File: src/rtl/mem_port_arbiter.sv
// ---------------------------------------------------------------------------
// mem_port_arbiter
//
// Shares one 64-bit memory port between instruction fetch (IF, read-only,
// 32-bit instructions) and the load/store unit (LS, 64-bit read/write).
// LS has fixed priority. An anti-starvation streak counter forces IF to win
// after STARVE_LIMIT consecutive LS grants taken while IF was waiting. A
// response timeout aborts a memory access that never sees mem_ack.
//
// Ports:
//   clk, reset          : clock, synchronous active-high reset
//   if_req/if_addr      : fetch request and byte address (held until if_ack)
//   if_rdata/if_ack/if_err : fetch response, valid for one cycle with if_ack
//   ls_req/ls_we/ls_addr/ls_wdata/ls_wstrb : load/store request (held until ls_ack)
//   ls_rdata/ls_ack/ls_err : load/store response, valid for one cycle with ls_ack
//   mem_req/mem_we/mem_addr/mem_wdata/mem_wstrb : memory request, stable until ack/timeout
//   mem_rdata/mem_ack   : memory response (mem_ack is a one-cycle pulse)
//   busy                : high whenever the arbiter is not idle
// ---------------------------------------------------------------------------
module mem_port_arbiter #(
    parameter int STARVE_LIMIT   = 4,
    parameter int TIMEOUT_CYCLES = 255
) (
    input  logic        clk,
    input  logic        reset,
    input  logic        if_req,
    input  logic [63:0] if_addr,
    output logic [31:0] if_rdata,
    output logic        if_ack,
    output logic        if_err,
    input  logic        ls_req,
    input  logic        ls_we,
    input  logic [63:0] ls_addr,
    input  logic [63:0] ls_wdata,
    input  logic [7:0]  ls_wstrb,
    output logic [63:0] ls_rdata,
    output logic        ls_ack,
    output logic        ls_err,
    output logic        mem_req,
    output logic        mem_we,
    output logic [63:0] mem_addr,
    output logic [63:0] mem_wdata,
    output logic [7:0]  mem_wstrb,
    input  logic [63:0] mem_rdata,
    input  logic        mem_ack,
    output logic        busy
);

    localparam logic [1:0] ST_IDLE   = 2'd0;
    localparam logic [1:0] ST_MEM_IF = 2'd1;
    localparam logic [1:0] ST_MEM_LS = 2'd2;
    localparam logic [1:0] ST_RESP   = 2'd3;

    localparam int SW = (STARVE_LIMIT < 1) ? 1 : $clog2(STARVE_LIMIT + 1);
    localparam int TW = (TIMEOUT_CYCLES < 2) ? 1 : $clog2(TIMEOUT_CYCLES + 1);
    localparam logic [SW-1:0] STREAK_MAX = SW'(STARVE_LIMIT);
    // The access is abandoned at the end of the TIMEOUT_CYCLES-th memory cycle.
    localparam logic [TW-1:0] TMO_LAST   = TW'(TIMEOUT_CYCLES - 1);

    logic [1:0]    state_q,     state_d;
    logic [SW-1:0] streak_q,    streak_d;
    logic [TW-1:0] tmo_q,       tmo_d;
    logic          if_hi_q,     if_hi_d;
    logic          mem_req_q,   mem_req_d;
    logic          mem_we_q,    mem_we_d;
    logic [63:0]   mem_addr_q,  mem_addr_d;
    logic [63:0]   mem_wdata_q, mem_wdata_d;
    logic [7:0]    mem_wstrb_q, mem_wstrb_d;
    logic          if_ack_q,    if_ack_d;
    logic          if_err_q,    if_err_d;
    logic [31:0]   if_rdata_q,  if_rdata_d;
    logic          ls_ack_q,    ls_ack_d;
    logic          ls_err_q,    ls_err_d;
    logic [63:0]   ls_rdata_q,  ls_rdata_d;
    logic          busy_q,      busy_d;

    logic          grant_ls;
    logic          grant_if;

    // Arbitration decision, only acted on in IDLE.
    always_comb begin
        grant_ls = ls_req & (~if_req | (streak_q != STREAK_MAX));
        grant_if = if_req & ~grant_ls;
    end

    // Next-state and next-output computation for the whole arbiter.
    always_comb begin
        state_d     = state_q;
        streak_d    = streak_q;
        tmo_d       = tmo_q;
        if_hi_d     = if_hi_q;
        mem_req_d   = mem_req_q;
        mem_we_d    = mem_we_q;
        mem_addr_d  = mem_addr_q;
        mem_wdata_d = mem_wdata_q;
        mem_wstrb_d = mem_wstrb_q;
        // Response outputs are pulses: zero unless entering RESP this edge.
        if_ack_d    = 1'b0;
        if_err_d    = 1'b0;
        if_rdata_d  = 32'd0;
        ls_ack_d    = 1'b0;
        ls_err_d    = 1'b0;
        ls_rdata_d  = 64'd0;

        case (state_q)
            ST_IDLE: begin
                tmo_d = '0;
                if (grant_ls) begin
                    if (if_req) begin
                        if (streak_q != STREAK_MAX) begin
                            streak_d = streak_q + SW'(1'b1);
                        end else begin
                            streak_d = streak_q;
                        end
                    end else begin
                        streak_d = '0;
                    end
                    mem_req_d   = 1'b1;
                    mem_we_d    = ls_we;
                    mem_addr_d  = ls_addr;
                    mem_wdata_d = ls_wdata;
                    mem_wstrb_d = ls_we ? ls_wstrb : 8'h00;
                    state_d     = ST_MEM_LS;
                end else if (grant_if) begin
                    streak_d = '0;
                    if_hi_d  = if_addr[2];
                    if (if_addr[1:0] != 2'b00) begin
                        // Misaligned fetch never reaches memory.
                        if_ack_d = 1'b1;
                        if_err_d = 1'b1;
                        state_d  = ST_RESP;
                    end else begin
                        mem_req_d   = 1'b1;
                        mem_we_d    = 1'b0;
                        mem_addr_d  = {if_addr[63:3], 3'b000};
                        mem_wdata_d = 64'd0;
                        mem_wstrb_d = 8'h00;
                        state_d     = ST_MEM_IF;
                    end
                end else begin
                    state_d = ST_IDLE;
                end
            end
            ST_MEM_IF, ST_MEM_LS: begin
                if (mem_ack) begin
                    // An ack on the final timeout cycle still counts as success.
                    mem_req_d = 1'b0;
                    tmo_d     = '0;
                    state_d   = ST_RESP;
                    if (state_q == ST_MEM_IF) begin
                        if_ack_d   = 1'b1;
                        if_rdata_d = if_hi_q ? mem_rdata[63:32] : mem_rdata[31:0];
                    end else begin
                        ls_ack_d   = 1'b1;
                        ls_rdata_d = mem_rdata;
                    end
                end else if (tmo_q == TMO_LAST) begin
                    mem_req_d = 1'b0;
                    tmo_d     = '0;
                    state_d   = ST_RESP;
                    if (state_q == ST_MEM_IF) begin
                        if_ack_d = 1'b1;
                        if_err_d = 1'b1;
                    end else begin
                        ls_ack_d = 1'b1;
                        ls_err_d = 1'b1;
                    end
                end else begin
                    tmo_d = tmo_q + TW'(1'b1);
                end
            end
            ST_RESP: begin
                state_d = ST_IDLE;
            end
            default: begin
                state_d   = ST_IDLE;
                mem_req_d = 1'b0;
                tmo_d     = '0;
            end
        endcase

        busy_d = (state_d != ST_IDLE);
    end

    // State and output registers with synchronous reset.
    always_ff @(posedge clk) begin
        if (reset) begin
            state_q     <= ST_IDLE;
            streak_q    <= '0;
            tmo_q       <= '0;
            if_hi_q     <= 1'b0;
            mem_req_q   <= 1'b0;
            mem_we_q    <= 1'b0;
            mem_addr_q  <= 64'd0;
            mem_wdata_q <= 64'd0;
            mem_wstrb_q <= 8'h00;
            if_ack_q    <= 1'b0;
            if_err_q    <= 1'b0;
            if_rdata_q  <= 32'd0;
            ls_ack_q    <= 1'b0;
            ls_err_q    <= 1'b0;
            ls_rdata_q  <= 64'd0;
            busy_q      <= 1'b0;
        end else begin
            state_q     <= state_d;
            streak_q    <= streak_d;
            tmo_q       <= tmo_d;
            if_hi_q     <= if_hi_d;
            mem_req_q   <= mem_req_d;
            mem_we_q    <= mem_we_d;
            mem_addr_q  <= mem_addr_d;
            mem_wdata_q <= mem_wdata_d;
            mem_wstrb_q <= mem_wstrb_d;
            if_ack_q    <= if_ack_d;
            if_err_q    <= if_err_d;
            if_rdata_q  <= if_rdata_d;
            ls_ack_q    <= ls_ack_d;
            ls_err_q    <= ls_err_d;
            ls_rdata_q  <= ls_rdata_d;
            busy_q      <= busy_d;
        end
    end

    assign if_rdata  = if_rdata_q;
    assign if_ack    = if_ack_q;
    assign if_err    = if_err_q;
    assign ls_rdata  = ls_rdata_q;
    assign ls_ack    = ls_ack_q;
    assign ls_err    = ls_err_q;
    assign mem_req   = mem_req_q;
    assign mem_we    = mem_we_q;
    assign mem_addr  = mem_addr_q;
    assign mem_wdata = mem_wdata_q;
    assign mem_wstrb = mem_wstrb_q;
    assign busy      = busy_q;

endmodule

File: config.mk
export PLATFORM = sky130hd
export DESIGN_NAME = mem_port_arbiter
export DESIGN_NICKNAME = d
export VERILOG_FILES = /design/src/rtl/mem_port_arbiter.sv
export SDC_FILE = /design/constraint.sdc
export NUM_CORES = 1
export LEC_CHECK = 0
export ABC_AREA = 0
export ABC_CLOCK_PERIOD_IN_PS = 2000
export BUFFER_PORTS_ARGS = -buffer_cell sky130_fd_sc_hd__buf_2
export CORE_AREA = 2 2 201 203
export CTS_CLUSTER_SIZE = 25
export DETAILED_ROUTE_END_ITERATION = 7
export DIE_AREA = 0 0 203 205
export GPL_TIMING_DRIVEN = 0
export PLACE_DENSITY_LB_ADDON = 0.08
export SKIP_CTS_REPAIR_TIMING = 1
export SLEW_MARGIN = 15
export SYNTH_ARGS = -nofsm -noshare
export SYNTH_HDL_FRONTEND = slang
export SYNTH_SLANG_ARGS = --single-unit
File: constraint.sdc
create_clock -name clk -period 2 [get_ports clk]
set_input_delay 0.2 -clock clk [delete_from_list [all_inputs] [get_ports clk]]
set_output_delay 0.2 -clock clk [all_outputs]
set_load 0.1 [all_outputs]
==> out/metrics.yaml <==
outcome:
  status: "finished with violations"
  failed_checks: "negative hold slack"
cts:
  cts_tree: "yes"
  clock_latency_ns: 0.57
  cts.sinks: 253
  clk_pin_slew_ns: 0.06
  cts-root-buf: "clkbuf_16"
  cts_buffer_depth: 3
  htreeDepth: 1
  cts_made_buffers: 31
drt:
  antenna_left: 0
  firstDrtPassIters: 5
  drc: 0
  routedWlPerCell_um: 16.9
  drt_iter0_drc: 379
  viasPerCell: 4.28
  wl_mm: 38.5
  vias: 9746
yosys:
  synth_top_family_by_area: "compound AO/OA/AOI/OAI gates"
  muxShareOfSynthArea_pct: 3.62
  yosys_register_bits: 253
  yosysWarnings: 0
  ys_types: 39
  synth_xor_area_share_pct: 0.671
  netlist_instances: 951
  synth_area_leaders: "dfxtp_1, nor2_1, a22oi_1, a211oi_2, and2_1"
  synth_compound_area_share_pct: 18.3
  synthSimpleGateAreaFrac_pct: 16.6
  yosys.area.top_type: "dfxtp_1"
  yosysTopAreaCellShare_pct: 55.4
  yosysSeqAreaShare_pct: 55.4
  avgSynthCellArea_um2: 9.61
  synthesis.area_um2: 9140
  synth-adder-area-share_pct: 1.10
  synthesis.nets: 1229
placement:
  dpl_worst_slack_ns: -0.360
  port_buffers: 506
  placed_cell_area_um2: 12300
  dp_hpwl_mm: 28.4
  place_congestion: 0.810
critical_path:
  r2r_start: "streak_q[0]$_SDFFE_PP0P_"
  crit_required_ns: 2.48
  path_common_cell: "nand2_1"
  worst_setup_path_end_kind: "flop"
  regToRegEndpoint: "mem_addr[13]$_SDFFE_PP0P_"
  max_stage_delay_ns: 0.40
  cp_max_fo: 10
  cp_cell_sequence: "inv_1 > ha_1 > nand3_1 > nand2_1 > clkbuf_2 > nand2_1 > a211oi_1"
  cp.arrival_ns: 2.36
  cp_slowest_cell: "nand2_1"
  crit_path_start_kind: "flop"
  r2r_slack_ns: 0.12
  r2r_cells: 7
  worstSetupPathType: "reg -> reg"
global_route:
  gr-total-overflow: 0
  grt_first_pass_wirelength_mm: 53.3
  grt_pass1_vias: 8879
  grt_max_degree: 16
  antenna_found_initial: 3
  grt_usage_pct: 16.7
worst_hold_path:
  min_to: "mem_addr[6]$_SDFFE_PP0P_"
  hold_path_depth: 3
  min_path_type: "in -> reg"
  hp-start: "ls_addr[6]"
sta:
  fin_hold_ws_ns: -0.0306
  tightest_slew_ns: 0.810
  relSlewSlack_pct: 46.0
  final.period_utilization_pct: 94.0
  fin_crit_ns: 1.88
  fin_skew_ns: 0.0115
  slew_viol_final: 0
  hold_viol_final: 4
  report.final.setup_viol: 0
  setup_ws_ns: 0.120
  max_freq_ghz: 0.532
  rsz0062_at_grt: "false"
floorplanning:
  dieWidth_um: 203
  fp.dieArea_um2: 41600
  initial_core_util_pct: 23.2
  fp.dieH_um: 205
  fp-row-count: 73
  coreArea_um2: 39400
  ios: 509
finish:
  drive_above_1_share_pct: 37.6
  nets: 2002
  design_area_um2: 15900
  synthToLayoutAreaGrowth_pct: 73.8
  fin_util_pct: 40.3
power:
  ir_drop_v: 0.000609
  power_density_nw_per_um2: 1050
  static-leakage-power_nw: 7.40
job:
  cap_violations: 0
[flip-flops by register name, summed over array words and instances, names as in the netlist, 2 cells and up]
signal and cells:
if_rdata 32, ls_rdata 64, mem_addr 64, mem_wdata 64, mem_wstrb 8, state_q 2
streak_q 3, tmo_q 8
[metal layers]
metal	track usage, %	wire length [µm]	vias up
met3	5.07	2770	72
met5	0	31	-
met4	5.08	1100	4
met1	19.7	15700	4512
li1	-	-	4814
met2	28.9	18900	344
[placed cells by master, fill, tap and decap left out, types with 6 or more instances in the layout]
cell,n
clkbuf_2,16
a211oi_2,35
nor2_1,181
buf_6,6
nand2_1,72
clkbuf_4,6
inv_1,7
mux2i_1,33
clkbuf_8,6
a211oi_1,26
ha_1,8
buf_4,11
a21oi_1,69
a22oi_1,62
xor2_1,6
dlygate4sd3_1,232
clkbuf_1,40
dfxtp_1,251
clkinv_2,6
and2_1,65
clkbuf_16,32
a22oi_2,6
a32oi_1,10
buf_2,514
[critical path: cells and delay by family, from the launching register on]
kind	cells	cell delay (ns)
buffers and inverters	2	0.43
and+or+nand+nor	3	0.64
adders and majority gates	1	0.19
DFF	1	0.32
AOI/OAI and AO/OA	1	0.22
[power by group]
group / total [mW] / switching, mW / internal, mW / leakage (nW)
logic: 5.57 / 4.15 / 1.42 / 4.83
registers: 5.62 / 0.179 / 5.44 / 2.07
clock network: 5.52 / 2.19 / 3.33 / 0.499
[through the flow]
stage          total power [mW]  hold WS [ns]  std cells  setup TNS (ns)
5_1_grt                    17.5       0.00162       2275               0
3_5_place_dp               10.8         0.418       1982          -16.48
2_1_floorplan              9.67         0.322        951               0
4_1_cts                    16.4        -0.187       2040          -19.52
3_3_place_gp               10.8         0.417       1982          -16.06
6_report                   16.7       -0.0306       2275               0
[worst max-delay path by stage]
stage / start / to / slack [ns] / depth (start not counted)
after floorplan: state_q[0]$_SDFF_PP0_ / tmo_q[1]$_SDFFE_PP0P_ / 0.31 / 5
after global placement: state_q[0]$_SDFF_PP0_ / if_rdata[24]$_SDFF_PP0_ / -0.36 / 6
after detailed placement: state_q[1]$_SDFF_PP0_ / if_rdata[24]$_SDFF_PP0_ / -0.36 / 6
after CTS: state_q[0]$_SDFF_PP0_ / if_rdata[7]$_SDFF_PP0_ / -0.38 / 6
after global routing: streak_q[0]$_SDFFE_PP0P_ / mem_wstrb[1]$_SDFFE_PP0P_ / 0.01 / 8
final: streak_q[0]$_SDFFE_PP0P_ / mem_addr[13]$_SDFFE_PP0P_ / 0.12 / 7
[cells in the mapped netlist, drive strengths merged]
library cell,count
o22a,1
nand3,5
and2,65
o211ai,1
and3,3
a31o,1
mux2i,33
a32oi,11
nor3,3
ha,8
buf,31
o21ai,4
o22ai,1
nor3b,3
or2,1
a22oi,68
a31oi,1
a211oi,61
or4b,1
clkbuf,47
and4,1
xnor2,1
nand2,73
xor2,6
and3b,1
dfxtp,253
inv,7
nand4,3
o21bai,1
nor2,182
a2bb2oi,1
a21oi,70
nor2b,3
[cell type report]
cell class              instances  area, µm²
fillers                      4036      23500
flip-flops and latches        253       5070
repair buffers                742       4910
multi-input cells             613       3770
clock buffers                  48        900
well taps                     525        657
plain buffers                  76        428
clock inverters                10        108
inverters                       7       26.3
diodes                          1       2.50
[kinds of logic (layout without fill, tap and decap cells)]
logic type	Yosys count	count (layout)
simple gates	344	344
flops	253	253
mux	33	33
other cells	0	1
fa+ha+maj	8	8
compound gates	221	221
xor+xnor	7	7
buf+inv	85	883
(Power assumes the default switching activity.)
